[src/rtl/seg_scan_capture.sv]
// Seven-segment scan readback: de-glitches the multiplexed digit/segment drive,
// decodes each digit to a nibble and assembles complete frames.
module seg_scan_capture #(
    parameter int NUM_DIGITS    = 8,
    parameter int STABLE_CYCLES = 4,
    parameter int STALL_CYCLES  = 1048576,
    parameter bit SEL_ACT_LOW   = 1'b1,
    parameter bit SEG_ACT_LOW   = 1'b1
) (
    input  logic                    BrdClk,
    input  logic                    aReset_n,
    input  logic [NUM_DIGITS-1:0]   bDigitSel,
    input  logic [7:0]              bSegmentOutput,
    output logic [4*NUM_DIGITS-1:0] bFrameValue,
    output logic [NUM_DIGITS-1:0]   bFrameDp,
    output logic [NUM_DIGITS-1:0]   bBlankMask,
    output logic [NUM_DIGITS-1:0]   bErrMask,
    output logic                    bFrameValid,
    output logic                    bSelErr,
    output logic                    bScanStall
);

    localparam int CW = $clog2(STABLE_CYCLES + 1);
    localparam int SW = $clog2(STALL_CYCLES + 1);
    localparam logic [CW-1:0] CNT_MAX = CW'(STABLE_CYCLES);
    localparam logic [CW-1:0] CNT_CAP = CW'(STABLE_CYCLES - 1);
    localparam logic [SW-1:0] STALL_MAX = SW'(STALL_CYCLES);

    // state  | meaning
    // IDLE   | no digit selected
    // SETTLE | selection/pattern changed, counting equal samples
    // HELD   | digit captured, waiting for the next change
    typedef enum logic [1:0] {IDLE, SETTLE, HELD} state_t;
    state_t state;

    logic [NUM_DIGITS-1:0]   selNorm, sSel, pSel;
    logic [7:0]              segNorm, sSeg, pSeg;
    logic [CW-1:0]           cnt, nextCnt;
    logic [SW-1:0]           stallCnt;
    logic [NUM_DIGITS-1:0]   seen, seenNext;
    logic [4*NUM_DIGITS-1:0] shadowVal, mergedVal;
    logic [NUM_DIGITS-1:0]   shadowDp, shadowBlank, shadowErr;
    logic [NUM_DIGITS-1:0]   mergedDp, mergedBlank, mergedErr;
    logic                    sameS, selAny, selOneHot, capture, storeOne;
    logic [5:0]              decoded;

    function automatic logic [5:0] decodeSeg(input logic [6:0] s);
        logic [5:0] r;
        r = 6'b00_0000;
        case (s)
            7'h3F: r = 6'h00;
            7'h06: r = 6'h01;
            7'h5B: r = 6'h02;
            7'h4F: r = 6'h03;
            7'h66: r = 6'h04;
            7'h6D: r = 6'h05;
            7'h7D: r = 6'h06;
            7'h07: r = 6'h07;
            7'h7F: r = 6'h08;
            7'h6F: r = 6'h09;
            7'h77: r = 6'h0A;
            7'h7C: r = 6'h0B;
            7'h39: r = 6'h0C;
            7'h5E: r = 6'h0D;
            7'h79: r = 6'h0E;
            7'h71: r = 6'h0F;
            7'h00: r = 6'b01_0000;
            default: r = 6'b10_0000;
        endcase
        return r;
    endfunction

    assign selNorm = SEL_ACT_LOW ? ~bDigitSel : bDigitSel;
    assign segNorm = SEG_ACT_LOW ? ~bSegmentOutput : bSegmentOutput;

    always_comb begin
        sameS     = (sSel == pSel) && (sSeg == pSeg);
        selAny    = |sSel;
        selOneHot = $onehot(sSel);
        if (!sameS)
            nextCnt = '0;
        else if (cnt == CNT_MAX)
            nextCnt = cnt;
        else
            nextCnt = cnt + 1'b1;
        // nextCnt passes through CNT_CAP only once per dwell, so this fires once
        capture  = selAny && (nextCnt == CNT_CAP) && ((state != HELD) || !sameS);
        storeOne = capture && selOneHot;
        decoded  = decodeSeg(sSeg[6:0]);
        seenNext = seen | (storeOne ? sSel : '0);
        mergedVal   = shadowVal;
        mergedDp    = shadowDp;
        mergedBlank = shadowBlank;
        mergedErr   = shadowErr;
        for (int i = 0; i < NUM_DIGITS; i++) begin
            if (storeOne && sSel[i]) begin
                mergedVal[4*i +: 4] = decoded[3:0];
                mergedDp[i]         = sSeg[7];
                mergedBlank[i]      = decoded[4];
                mergedErr[i]        = decoded[5];
            end
        end
    end

    always_ff @(posedge BrdClk) begin
        if (!aReset_n) begin
            sSel        <= '0;
            sSeg        <= '0;
            pSel        <= '0;
            pSeg        <= '0;
            cnt         <= '0;
            stallCnt    <= '0;
            seen        <= '0;
            shadowVal   <= '0;
            shadowDp    <= '0;
            shadowBlank <= '0;
            shadowErr   <= '0;
            bFrameValue <= '0;
            bFrameDp    <= '0;
            bBlankMask  <= '0;
            bErrMask    <= '0;
            bFrameValid <= 1'b0;
            bSelErr     <= 1'b0;
            state       <= IDLE;
        end else begin
            sSel <= selNorm;
            sSeg <= segNorm;
            pSel <= sSel;
            pSeg <= sSeg;
            cnt  <= nextCnt;

            if (sSel != pSel)
                stallCnt <= '0;
            else if (stallCnt != STALL_MAX)
                stallCnt <= stallCnt + 1'b1;

            bSelErr     <= capture && !selOneHot;
            bFrameValid <= 1'b0;

            if (storeOne) begin
                shadowVal   <= mergedVal;
                shadowDp    <= mergedDp;
                shadowBlank <= mergedBlank;
                shadowErr   <= mergedErr;
                if (&seenNext) begin
                    bFrameValue <= mergedVal;
                    bFrameDp    <= mergedDp;
                    bBlankMask  <= mergedBlank;
                    bErrMask    <= mergedErr;
                    bFrameValid <= 1'b1;
                    seen        <= '0;
                end else begin
                    seen <= seenNext;
                end
            end

            if (!selAny)
                state <= IDLE;
            else if (capture)
                state <= HELD;
            else if (!sameS || state == IDLE)
                state <= SETTLE;
        end
    end

    assign bScanStall = (stallCnt == STALL_MAX);

endmodule

[config.mk]
export PLATFORM = sky130hd
export DESIGN_NAME = seg_scan_capture
export DESIGN_NICKNAME = d
export VERILOG_FILES = /design/src/rtl/seg_scan_capture.sv
export SDC_FILE = /design/constraint.sdc
export NUM_CORES = 1
export LEC_CHECK = 0
export ABC_CLOCK_PERIOD_IN_PS = 6000
export BUFFER_PORTS_ARGS = -buffer_cell sky130_fd_sc_hd__buf_2
export CORE_ASPECT_RATIO = 2
export CORE_MARGIN = 2
export CORE_UTILIZATION = 58
export DETAILED_ROUTE_END_ITERATION = 12
export GPL_TIMING_DRIVEN = 0
export PLACE_DENSITY = 0.79
export SYNTH_ARGS = -nofsm -noshare
export SYNTH_HDL_FRONTEND = slang
export SYNTH_SLANG_ARGS = --single-unit
export TNS_END_PERCENT = 50
[constraint.sdc]
create_clock -name BrdClk -period 6 [get_ports BrdClk]
set_input_delay 0.3 -clock BrdClk [delete_from_list [all_inputs] [get_ports BrdClk]]
set_output_delay 0.3 -clock BrdClk [all_outputs]
set_load 0.01 [all_outputs]
[After elaboration in Yosys (flattened, before gate mapping)]
Cells that the tools add are included.
Word-level totals
  logic and storage cells: 125
  register bits: 180
  input port bits: 18
  output and inout port bits: 59
Cells by class
  muxes and demuxes: 40
  add/sub/neg operators: 9
  reductions and logical operators: 27
  bitwise operators: 5
  equality and inequality tests: 25
Operators by type and width (number)
  case mux 6 bit (17 select lines): 1
  == test 7 bit, second input constant: 12
  2-to-1 mux 4 bit: 8
  2-to-1 mux 1 bit: 25
  adder 21 x 1 -> 21 bit, second input constant: 1
  == test 21 bit, second input constant: 1
  != test 21 bit, second input constant: 1
  == test 8 bit: 2
  2-to-1 mux 8 bit: 2
  NOT 8 bit: 2
  == test 7 x 3 -> 1 bit, second input constant: 2
  == test 7 x 6 -> 1 bit, second input constant: 2
  logical AND 1 bit: 13
  AND reduction 9 bit: 1
  adder 1 x 1 -> 2 bit: 4
  != test 8 bit: 1
  bitwise OR 8 bit: 1
  AND reduction 8 bit: 1
  OR reduction 8 bit: 1
  logical NOT 7 bit: 1
  adder 2 x 2 -> 3 bit: 2
  2-to-1 mux 3 bit: 2
  adder 3 x 3 -> 4 bit: 1
  == test 4 x 1 -> 1 bit, second input constant: 1
  13 further kinds: 18

[Logic depth before layout (Yosys ltp)]
  word-level depth: 11
  mapped depth: 17

[Worst setup path after synthesis]
Ideal clock, no wire load.
  kind: register -> register
  start point: reg sSel[3]
  end point: reg bFrameValue[28]
  stages on the path, launching flop included: 18
  period minus slack after synthesis: 4456 ps
  required time: 5878 ps
  data arrival time: 4334 ps
  path buffers: 3
  setup slack: 1544 ps
  path through: dfxtp_1 -> clkbuf_1 -> inv_1 -> fa_1 -> fa_1 -> fa_1 -> inv_1 -> ha_1 -> inv_1 -> fa_1 -> nor4bb_1 -> a31o_2 -> nor2b_1 -> buf_2 -> buf_2 -> nand3_2 -> mux2i_1 -> o22ai_2
On the way
  word-level cells in the longest chain between the ends: 10
Ends and longest elaborated chain
  from (decl): line 36  | logic [NUM_DIGITS-1:0] selNorm, sSel, pSel;
  from (signal assigned): line 126  | sSel <= selNorm;
  parallel branches: the longest is 10 deep, another holds adder 3 x 3 -> 4 bit
  to (signal assigned): line 146  | bFrameValue <= mergedVal;
  to (decl): line 14  | output logic [4*NUM_DIGITS-1:0] bFrameValue,
Parallel ways; which one is timed is not known.
A chain may end at the register's enable or synchronous reset.

[Worst setup path after layout]
  start point: reg sSel[3]
  end point: reg bFrameValue[29]
Same word-level chain as after synthesis.

==> impl_metrics.yaml <==
synthesis:
  yosysTopAreaCell: "dfxtp_1"
  yosys_warnings: 0
  synthXorXnorAreaFrac: 0.0401
  netlist_area_sq_um: 7420
  ys_seq_area_frac: 0.486
  synth-edff-count: 0
  synth_top_family_by_area: "simple AND/OR/NAND/NOR gates"
  synth_ff_type: "dfxtp_1"
  synth-adder-area-share: 0.0243
  syn-instance-count: 767
  synth_area_leaders: "dfxtp_1 (49%), mux2i_1 (5.4%), nor2_1 (5.0%)"
  synth-simple-area-share: 0.185
  synth.avg_cell_area_sq_um: 9.67
  ys_types: 64
  syn_nets: 797
  ys_seq_elements: 180
  synth_top_cell_area_share: 0.486
  async_reset_ff_frac: 0
  synth_compound_area_frac: 0.141
  muxShareOfSynthArea: 0.0656
critical_path:
  reg2reg_to: "bFrameValue[29]$_SDFFE_PN0P_"
  worst-path-max-fanout: 10
  start_kind: "flip-flop"
  worstPathRequired_ps: 6320
  startpoint: "sSel[3]$_SDFF_PN0_"
  ff2ff_path_depth: 17
  cp.arrival_ps: 5630
  worstSetupEndpoint: "bFrameValue[29]$_SDFFE_PN0P_"
  rrSetupSlack_ps: 690
  end_kind: "flip-flop"
  worstSetupPathType: "flip-flop to flip-flop"
  timing.rr.start: "sSel[3]$_SDFF_PN0_"
flow_run:
  maxCapViolCount: 0
placement:
  dpl_cell_area_sq_um: 7990
  place_congestion: 0.903
  place_hpwl_um: 13900
  port-buffer-count: 76
  place_inst: 993
  dp_slack_ps: 795
floorplanning:
  start_util: 0.591
  fp.dieH_um: 164
  core_area_sq_um: 12600
  die_w_um: 84.0
  ios: 77
  num_rows: 58
  dieArea_sq_um: 13800
grt:
  grt.overflow.total: 0
  grt_util_all_layers: 0.281
  use_met1: 0.278
  grtUsageMet3: 0.0563
  gr-max-usage-layer: "met2"
  met2_usage: 0.507
  grt_pass1_vias: 6184
  antenna_found_initial: 0
  grt_max_degree: 20
  grt_pass1_wl_um: 30100
sta:
  setup_viol: 0
  holdWs_ps: 12.6
  period_needed_ps: 5310
  period_share: 0.885
  maxSlewViolCount: 0
  fmax_mhz: 188
  tns_ps: 0
  finalClockSkew_ps: 10.9
  rsz0062_at_grt: "false"
  finalWorstSetupSlack_ps: 693
  worstMarginPinSlew_ps: 1070
  finalHoldViolations: 0
  relSlewSlack: 0.285
power:
  p_leak_nw: 3.72
  clockPowerShare: 0.446
  swShare: 0.254
  intPower_mw: 1.81
  switchingPower_uw: 617
  cellPowerDensity_nw_per_um2: 283
  seqPwrFrac: 0.499
  power.total_mw: 2.43
  combPwrFrac: 0.054
  ir_drop_mv: 0.223
clock_network:
  clock_latency_ps: 440
  clock_path_buffers: 2
  hold_buffers: 0
  htree_levels: 4
  cts_buffers: 17
  cts.sinks: 180
  cts_tree: "yes"
  post_cts_resized: 0
  postCtsSetupBuffers: 0
  clkTransAtPathRegs_ps: 70
  clockRootBuffer: "clkbuf_16"
routing:
  routed_wl_um: 18900
  drtIter0Drc: 385
  via_count: 6075
  drc: 0
  wl_per_cell_um: 18.4
  antenna_left: 0
  vias_per_cell: 5.93
  firstDrtPassIters: 6
layout:
  nFillCells: 983
  fin_area_sq_um: 8570
  area_growth_syn_to_layout_pct: 15.5
  fin_cells: 1025
  drive_above_1_share: 0.218
  finalNetCount: 892
  utilization: 0.682
  num_antenna_cells: 0
min_path:
  hold_class: "primary input to flip-flop"
status:
  outcome: "finished, final reports clean"
[critical path, cell delays in order (launching register included)]
cell	delay [ps]
dfxtp_1	320
clkbuf_1	340
inv_1	180
fa_1	550
fa_1	430
fa_1	450
inv_1	70
ha_1	150
inv_1	50
fa_1	490
nor4bb_1	340
a31o_2	250
nor2b_1	190
buf_2	350
buf_2	300
nand3_2	250
mux2i_1	360
o22ai_2	110
[kinds of logic after synthesis]
group                    Yosys count
flip-flops                       180
XOR/XNOR                          34
adder cells (fa/ha/maj)           12
buffers and inverters             89
AO/OA/AOI/OAI                    142
AND/OR/NAND/NOR                  263
multiplexers                      47
[cell type report]
| cell class | instances | area [sq um] | area share |
|---|---|---|---|
| flip-flops and latches | 180 | 3600 | 0.421 |
| well taps | 150 | 188 | 0.0219 |
| multi-input cells | 498 | 3380 | 0.395 |
| clock inverters | 15 | 154 | 0.0180 |
| repair buffers | 76 | 380 | 0.0444 |
| plain buffers | 57 | 314 | 0.0367 |
| clock buffers | 17 | 425 | 0.0497 |
| inverters | 32 | 120 | 0.0140 |
[sequential cells by signal, indices dropped and copies added, names as in the netlist]
name         flops
shadowBlank      8
bFrameDp         8
bFrameValid      1
pSeg             8
shadowVal       32
bFrameValue     32
shadowDp         8
bBlankMask       8
state            2
sSeg             8
sSel             8
bErrMask         8
seen             8
stallCnt        21
cnt              3
pSel             8
bSelErr          1
shadowErr        8
[power groups by stage]
stage	registers [mW]	clock network, mW	logic, mW
6_report	1.21	1.08	0.132
5_1_grt	1.21	1.14	0.145
4_1_cts	1.21	1.09	0.131
3_5_place_dp	1.24	0	0.130
3_3_place_gp	1.24	0	0.121
2_1_floorplan	1.24	0	0.0890
[layout by cell type (no fill, tap or decap), types with 4 or more instances in the layout]
master / instances
inv_1: 32
o22ai_1: 10
a31oi_1: 11
nand2_1: 60
nor2_1: 99
and2_1: 16
o32ai_2: 4
mux2_2: 4
o2bb2ai_1: 6
o21ai_0: 33
nor4_1: 7
fa_1: 4
nand3_1: 16
clkbuf_1: 23
inv_8: 6
and3_1: 4
buf_4: 9
nand2b_1: 4
nand4_1: 11
a211oi_1: 5
nand3_2: 4
xnor2_1: 14
or3_1: 5
xor2_1: 20
ha_1: 8
mux2i_1: 40
buf_2: 96
a21oi_1: 38
nor3_1: 6
clkbuf_16: 17
dfxtp_1: 180
buf_6: 4
o22ai_2: 19
[per-layer routing]
metal	vias to the layer above	share of wire
li1	2832	-
met1	2885	0.35
met2	259	0.53
met3	99	0.049
met4	0	0.075
met5	-	0
[worst min-delay path by stage]
stage / cells after the start / from / slack (ps) / endpoint
final: 2 / bDigitSel[3] / 10 / sSel[3]$_SDFF_PN0_
after global routing: 2 / bSegmentOutput[1] / 8 / sSeg[1]$_SDFF_PN0_
after detailed placement: 2 / shadowVal[1]$_SDFFE_PN0N_ / 450 / shadowVal[1]$_SDFFE_PN0N_
after floorplan: 1 / bDigitSel[7] / 370 / sSel[7]$_SDFF_PN0_
after global placement: 2 / shadowVal[5]$_SDFFE_PN0N_ / 430 / shadowVal[5]$_SDFFE_PN0N_
after CTS: 2 / bDigitSel[3] / 9 / sSel[3]$_SDFF_PN0_
[cells in the mapped netlist (3+ instances only)]
cell type,instances
and2_1,16
mux2i_1,40
dfxtp_1,180
o22ai_2,19
a21oi_1,38
and3_1,4
nand2b_1,4
ha_1,8
mux2_2,4
fa_1,4
nand4_1,11
a31oi_1,11
nand3_2,4
or3_1,5
nor4_2,3
xnor2_1,14
buf_4,9
o32ai_2,4
nor2b_1,3
buf_2,20
clkbuf_1,23
o22ai_1,10
o21ai_0,33
o2bb2ai_1,6
nand2_1,60
nand3_1,16
nor3_1,6
a211oi_1,5
buf_6,4
or4_1,3
nor2_1,99
nor4b_1,3
xor2_1,20
nor4_1,7
inv_1,32
Note: power is estimated with default switching activity, not from simulation.
